[src/rtl/edge_detect_filt_multi.sv]
// ---------------------------------------------------------------------------
// edge_detect_filt_multi
//
// Multi-channel edge detector for asynchronous board-level signals (power
// good, presence, buttons, alert lines).  Each channel is synchronised, then
// glitch-filtered: the synced level must disagree with the accepted level for
// FILT_CYCLES consecutive clocks before it is taken.  Rise/fall pulses come
// from the filtered level.  A per-channel mode selects which edges are
// reported.  Reported edges are latched into a write-1-to-clear sticky flag,
// and the sticky flags are ORed into one interrupt.
//
// Ports
//   i_clk        system clock
//   i_rst        asynchronous active-high reset
//   i_signal     [CH_NUM]     raw asynchronous inputs
//   i_edge_mode  [2*CH_NUM]   per channel {fall_en, rise_en}: 00 off, 01 rise,
//                             10 fall, 11 both
//   i_clr        [CH_NUM]     write-1-to-clear for o_sticky
//   o_filt       [CH_NUM]     synchronised and filtered level
//   o_pos        [CH_NUM]     1-cycle pulse on a filtered rising edge
//   o_neg        [CH_NUM]     1-cycle pulse on a filtered falling edge
//   o_edge       [CH_NUM]     o_pos/o_neg gated by i_edge_mode
//   o_sticky     [CH_NUM]     latched o_edge, held until cleared
//   o_irq        OR of all o_sticky bits
// ---------------------------------------------------------------------------
module edge_detect_filt_multi #(
  parameter int                CH_NUM      = 8,
  parameter int                SYNC_STAGES = 2,
  parameter int                FILT_CYCLES = 4,
  parameter logic [CH_NUM-1:0] RST_VAL     = '0,
  parameter int                CNT_W       = $clog2(FILT_CYCLES + 1)
) (
  input  logic                  i_clk,
  input  logic                  i_rst,
  input  logic [CH_NUM-1:0]     i_signal,
  input  logic [2*CH_NUM-1:0]   i_edge_mode,
  input  logic [CH_NUM-1:0]     i_clr,
  output logic [CH_NUM-1:0]     o_filt,
  output logic [CH_NUM-1:0]     o_pos,
  output logic [CH_NUM-1:0]     o_neg,
  output logic [CH_NUM-1:0]     o_edge,
  output logic [CH_NUM-1:0]     o_sticky,
  output logic                  o_irq
);

  // Last count value before a disagreement is accepted.  The counter clears
  // on acceptance, so it can never exceed this and never wraps.
  localparam logic [CNT_W-1:0] CNT_LAST = CNT_W'(FILT_CYCLES - 1);

  for (genvar c = 0; c < CH_NUM; c++) begin : g_ch
    logic [SYNC_STAGES-1:0] sync_p0;
    logic [CNT_W-1:0]       cnt_p1;
    logic                   filt_p1;
    logic                   filt_p2;
    logic                   sticky_p3;
    logic                   pos;
    logic                   neg;
    logic                   edge_hit;
    logic [1:0]             mode;

    // ---- stage 0: synchroniser chain, MSB is the synced output ----
    always_ff @(posedge i_clk or posedge i_rst) begin
      if (i_rst) begin
        sync_p0 <= {SYNC_STAGES{RST_VAL[c]}};
      end else begin
        sync_p0 <= {sync_p0[SYNC_STAGES-2:0], i_signal[c]};
      end
    end

    // ---- stage 1: glitch filter ----
    always_ff @(posedge i_clk or posedge i_rst) begin
      if (i_rst) begin
        cnt_p1  <= '0;
        filt_p1 <= RST_VAL[c];
      end else if (sync_p0[SYNC_STAGES-1] == filt_p1) begin
        cnt_p1  <= '0;
      end else if (cnt_p1 == CNT_LAST) begin
        cnt_p1  <= '0;
        filt_p1 <= sync_p0[SYNC_STAGES-1];
      end else begin
        cnt_p1  <= cnt_p1 + CNT_W'(1);
      end
    end

    // ---- stage 2: delayed filtered level for edge decode ----
    // Reset to the same level as filt_p1 so releasing reset never pulses.
    always_ff @(posedge i_clk or posedge i_rst) begin
      if (i_rst) begin
        filt_p2 <= RST_VAL[c];
      end else begin
        filt_p2 <= filt_p1;
      end
    end

    assign pos      = filt_p1 & ~filt_p2;
    assign neg      = ~filt_p1 & filt_p2;
    assign mode     = i_edge_mode[2*c +: 2];
    assign edge_hit = (mode[0] & pos) | (mode[1] & neg);

    // ---- stage 3: sticky event flag, a new edge beats a clear ----
    always_ff @(posedge i_clk or posedge i_rst) begin
      if (i_rst) begin
        sticky_p3 <= 1'b0;
      end else begin
        sticky_p3 <= edge_hit | (sticky_p3 & ~i_clr[c]);
      end
    end

    assign o_filt[c]   = filt_p1;
    assign o_pos[c]    = pos;
    assign o_neg[c]    = neg;
    assign o_edge[c]   = edge_hit;
    assign o_sticky[c] = sticky_p3;
  end

  assign o_irq = |o_sticky;

endmodule

[config.mk]
export PLATFORM = sky130hd
export DESIGN_NAME = edge_detect_filt_multi
export DESIGN_NICKNAME = d
export VERILOG_FILES = /design/src/rtl/edge_detect_filt_multi.sv
export SDC_FILE = /design/constraint.sdc
export NUM_CORES = 1
export LEC_CHECK = 0
export ABC_CLOCK_PERIOD_IN_PS = 2880
export BUFFER_PORTS_ARGS = -buffer_cell sky130_fd_sc_hd__buf_2
export CORE_UTILIZATION = 40
export DETAILED_ROUTE_END_ITERATION = 8
export GPL_ROUTABILITY_DRIVEN = 0
export HOLD_SLACK_MARGIN = 0.02
export PLACE_DENSITY = 0.65
export RECOVER_POWER = 25
export SYNTH_ARGS = -nofsm -noshare
export SYNTH_HDL_FRONTEND = slang
export SYNTH_SLANG_ARGS = --single-unit
[constraint.sdc]
create_clock -name i_clk -period 2.88 [get_ports i_clk]
set_input_delay 0.576 -clock i_clk [delete_from_list [all_inputs] [get_ports i_clk]]
set_output_delay 0.576 -clock i_clk [all_outputs]
set_load 0.005 [all_outputs]
==> impl.org <==
** Setup path
- Worst setup EP type :: primary output
- STA classifies the critical path startpoint as a flip-flop.
- Crit Path Category :: reg2out
- Peak fanout along the critical path :: 3
- Number of buffers and inverters on the critical path :: 1
- Cell family with most CP delay :: simple AND/OR/NAND/NOR gates
- Critical path arrival :: 1380 ps
- For the worst setup path, the data required time is 2300 ps.
- Critical path's slowest cell :: sky130_fd_sc_hd__nor4_1
- The largest single stage delay on the critical path is 420 ps.
- The signal on the critical path passes through nor4_1 -> nand2_1 -> buf_2.

** Power and ir drop
- Total power for the finished layout comes to 0.00315 W.
- Leakage component of the power :: 1.56 nW
- Ratio of total power to cell area :: 1000 nW/um2
- Maximum vdd drop :: 0.505 mV

** Global route
- The first global-routing pass estimated 7070 um of wire.
- The via count of the first global-routing pass was 1,518.
- Overall overflow remaining after global route :: 0
- Pin count of the biggest net entering global routing :: 65
- Across every metal layer, demand over resource in global routing totals 0.131.
- The number of antenna violations at the first check in global routing is 0.

** CTS
- The clock tree synthesis step divided the H-tree into 3 levels.
- Post-CTS repair changed the size of 0 cells.
- Master cell of the clock root buffer :: sky130_fd_sc_hd__clkbuf_8
- At the later pin of the worst-skew pair, clock insertion delay measures 330 ps.
- Number of clock sinks seen by CTS :: 64
- Clock tree from TritonCTS :: yes
- Clock slew at reported path FFs :: 70 ps
- Setup bufs post-CTS :: 0
- The clock passes through at most 2 buffers.
- Counting the buffers created by CTS gives 9.
- Count of hold buffers inserted by post-cts repair :: 0

** Yosys
- Of the total synthesized cell area, the portion taken by XOR and XNOR cells is 0.0252.
- The compound-cell area share of the yosys netlist is 0.0541.
- Number of library cell types mapped by synthesis :: 15
- In the synthesized netlist, the number of instances is 204.
- Of the total synthesized cell area, the portion taken by full adders, half adders and majority gates is 0.0360.
- After synthesis, the share of cell area in mux cells is 0.0324.
- Mapped Area :: 2780 um2
- Mean instance size in the synthesized netlist :: 13.6 um2
- Flops & latches, synth :: 64
- Yosys synthesis warning count :: 0
- Of the total synthesized cell area, the portion taken by AND, OR, NAND and NOR gates is 0.166.
- Of the synthesized area, sequential elements account for 0.577.
- Main combinational cell family by area after synthesis :: simple AND/OR/NAND/NOR gates
- When the netlist entered floorplanning its net count stood at 246.

** Route
- Once detail routing completed, the nets flagged for antenna violations numbered 0.
- In the final routed layout, each cell accounts on average for 12.6 um.
- The final layout contains routed wiring with a total length of 4230 um.
- Number of DRC violations after detailed routing :: 0
- In this run, the number of DRC markers left after iteration 0 of detailed routing was 47.
- Vias :: 1,564
- Dividing the detail-routed via count by the number of cells gives 4.67.
- The first TritonRoute pass finished after 4 iterations.

** Timing
- Headroom to the max-slew limit :: 0.472
- Slew Viols, Final :: 0
- Worst clock skew on the final layout :: 8.10 ps
- Final cycle utilization of the critical path :: 0.679
- Count of final hold-check violations :: 0
- Post-layout minimum cycle time :: 1960 ps
- Unrepaired setup endpoints after global routing :: no
- Derived from the worst setup path, the maximum achievable clock frequency is 511 MHz.
- Measured slew at the worst slew-check pin :: 792 ps
- Accumulated negative setup slack :: 0 ps
- Setup violations remaining at the end of the flow were counted as 0.

** Die
- Effective utilization at floorplan :: 0.411
- The floorplan step defined a die boundary enclosing 7280 um2.
- Die width :: 85.3 um
- The initialized floorplan defines 30 standard-cell rows.
- Core area :: 6760 um2
- Die height :: 85.3 um
- Pin placement for this block handled 75 I/O pins.

** Final layout
- Relative to the synthesized area, the layout overhead comes to 12.7%.
- The final layout contains 292 nets.
- The layout has 639 filler cells.
- In the layout the commonest cells are sky130_fd_sc_hd__buf_2 (74), sky130_fd_sc_hd__dfrtp_1 (64), sky130_fd_sc_hd__nor2b_1 (19).
- Leaving out fill and tap cells, the most frequent cell in the layout is sky130_fd_sc_hd__buf_2.
- Of the cells placed in the final design, the portion with a size suffix greater than 1 is 0.455.
- The repair_antennas step left the layout with diodes totalling 0.

** Placement
- In this run the tool buffered the top-level ports with 74 buffer cells.
- The wire-length estimate of the detail-placed layout is 3000 um.

** Hold path
- The path class of the tightest hold or removal check is reg2reg.

** Job
- MaxCap Viol Count :: 0

** Run status
- The flow ran to the end, and the final reports show no timing, DRC or antenna violations.
==> cell usage after synthesis, drive strengths merged <==
library cell  instances  area, um2
inv                   1       3.75
xnor2                 8       70.1
a22o                  8       70.1
ha                    8        100
nor2b                36        315
nor3b                12       90.1
buf                  40        300
nor3                  8       40.0
dfrtp                64       1600
a221o                 8       80.1
nor4                  2       12.5
nand2                 1       3.75
mux2                  8       90.1
==> area by class of cell <==
class / count / area [um2] / share of cell area
clock buffers: 13 / 169 / 0.0539
clock inverters: 3 / 15.0 / 0.00479
inverters: 1 / 3.75 / 0.00120
multi-input cells: 99 / 865 / 0.276
flip-flops and latches: 64 / 1600 / 0.511
well taps: 80 / 100 / 0.0320
repair buffers: 75 / 378 / 0.121
==> flip-flops by register name, summed over array words and instances (netlist names) <==
| register | cells |
|---|---|
| g_ch.filt_p2 | 8 |
| g_ch.sync_p0 | 16 |
| g_ch.sticky_p3 | 8 |
| g_ch.filt_p1 | 8 |
| g_ch.cnt_p1 | 24 |
==> per-stage QoR <==
stage / instances / hold WS (ps) / area (um2) / setup WS, ps / util
3_3_place_gp: 319 / 331 / 2960 / 1250 / 0.437
2_1_floorplan: 204 / 331 / 2780 / 706 / -
4_1_cts: 335 / 324 / 3140 / 875 / 0.465
3_5_place_dp: 319 / 335 / 2960 / 1250 / 0.437
6_report: 335 / 346 / 3130 / 923 / 0.464
5_1_grt: 335 / 329 / 3130 / 813 / 0.464
==> worst reg2reg max path, stage by stage, from the launching register on <==
cell,delay (ps)
sky130_fd_sc_hd__dfrtp_1,350
sky130_fd_sc_hd__ha_1,160
sky130_fd_sc_hd__nor2b_1,250
sky130_fd_sc_hd__mux2_2,360
==> metal layers <==
layer,vias up,GRT usage,wire length [um]
met1,744,0.164,1960
met4,0,0.0864,119
met3,11,0.0292,194
li1,757,-,-
met2,52,0.204,1950
met5,-,0,0
==> power breakdown <==
| part | switching, W | leakage (nW) | total (W) | internal [W] |
|---|---|---|---|---|
| registers | 0.000239 | 0.795 | 0.00141 | 0.00117 |
| logic | 0.000417 | 0.667 | 0.00103 | 0.000616 |
| clock network | 0.000325 | 0.0992 | 0.000704 | 0.000379 |
| total | 0.000981 | 1.56 | 0.00315 | 0.00216 |
==> worst paths after layout <==
path | slack [ps] | cells after the start | end | start
max | 920 | 3 | o_irq | g_ch[4].sticky_p3
min | 350 | 0 | g_ch[7].sync_p0[1] | g_ch[7].sync_p0[0]
max reg2reg | 1640 | 3 | g_ch[1].filt_p1 | g_ch[1].cnt_p1[0]
min reg2reg | 350 | 0 | g_ch[7].sync_p0[1] | g_ch[7].sync_p0[0]
max in group asynchronous | 1880 | 3 | g_ch[4].cnt_p1[1] | i_rst
min in group asynchronous | 470 | 3 | g_ch[1].sticky_p3 | i_rst
==> kinds of logic (layout without fill, tap and decap cells) <==
kind of cell / count (synthesis) / after routing
compound gates: 16 / 16
xor+xnor: 8 / 8
fa+ha+maj: 8 / 8
buf+inv: 41 / 92
flops: 64 / 64
mux: 8 / 8
simple gates: 59 / 59
Power figures use the tool's default switching activity.
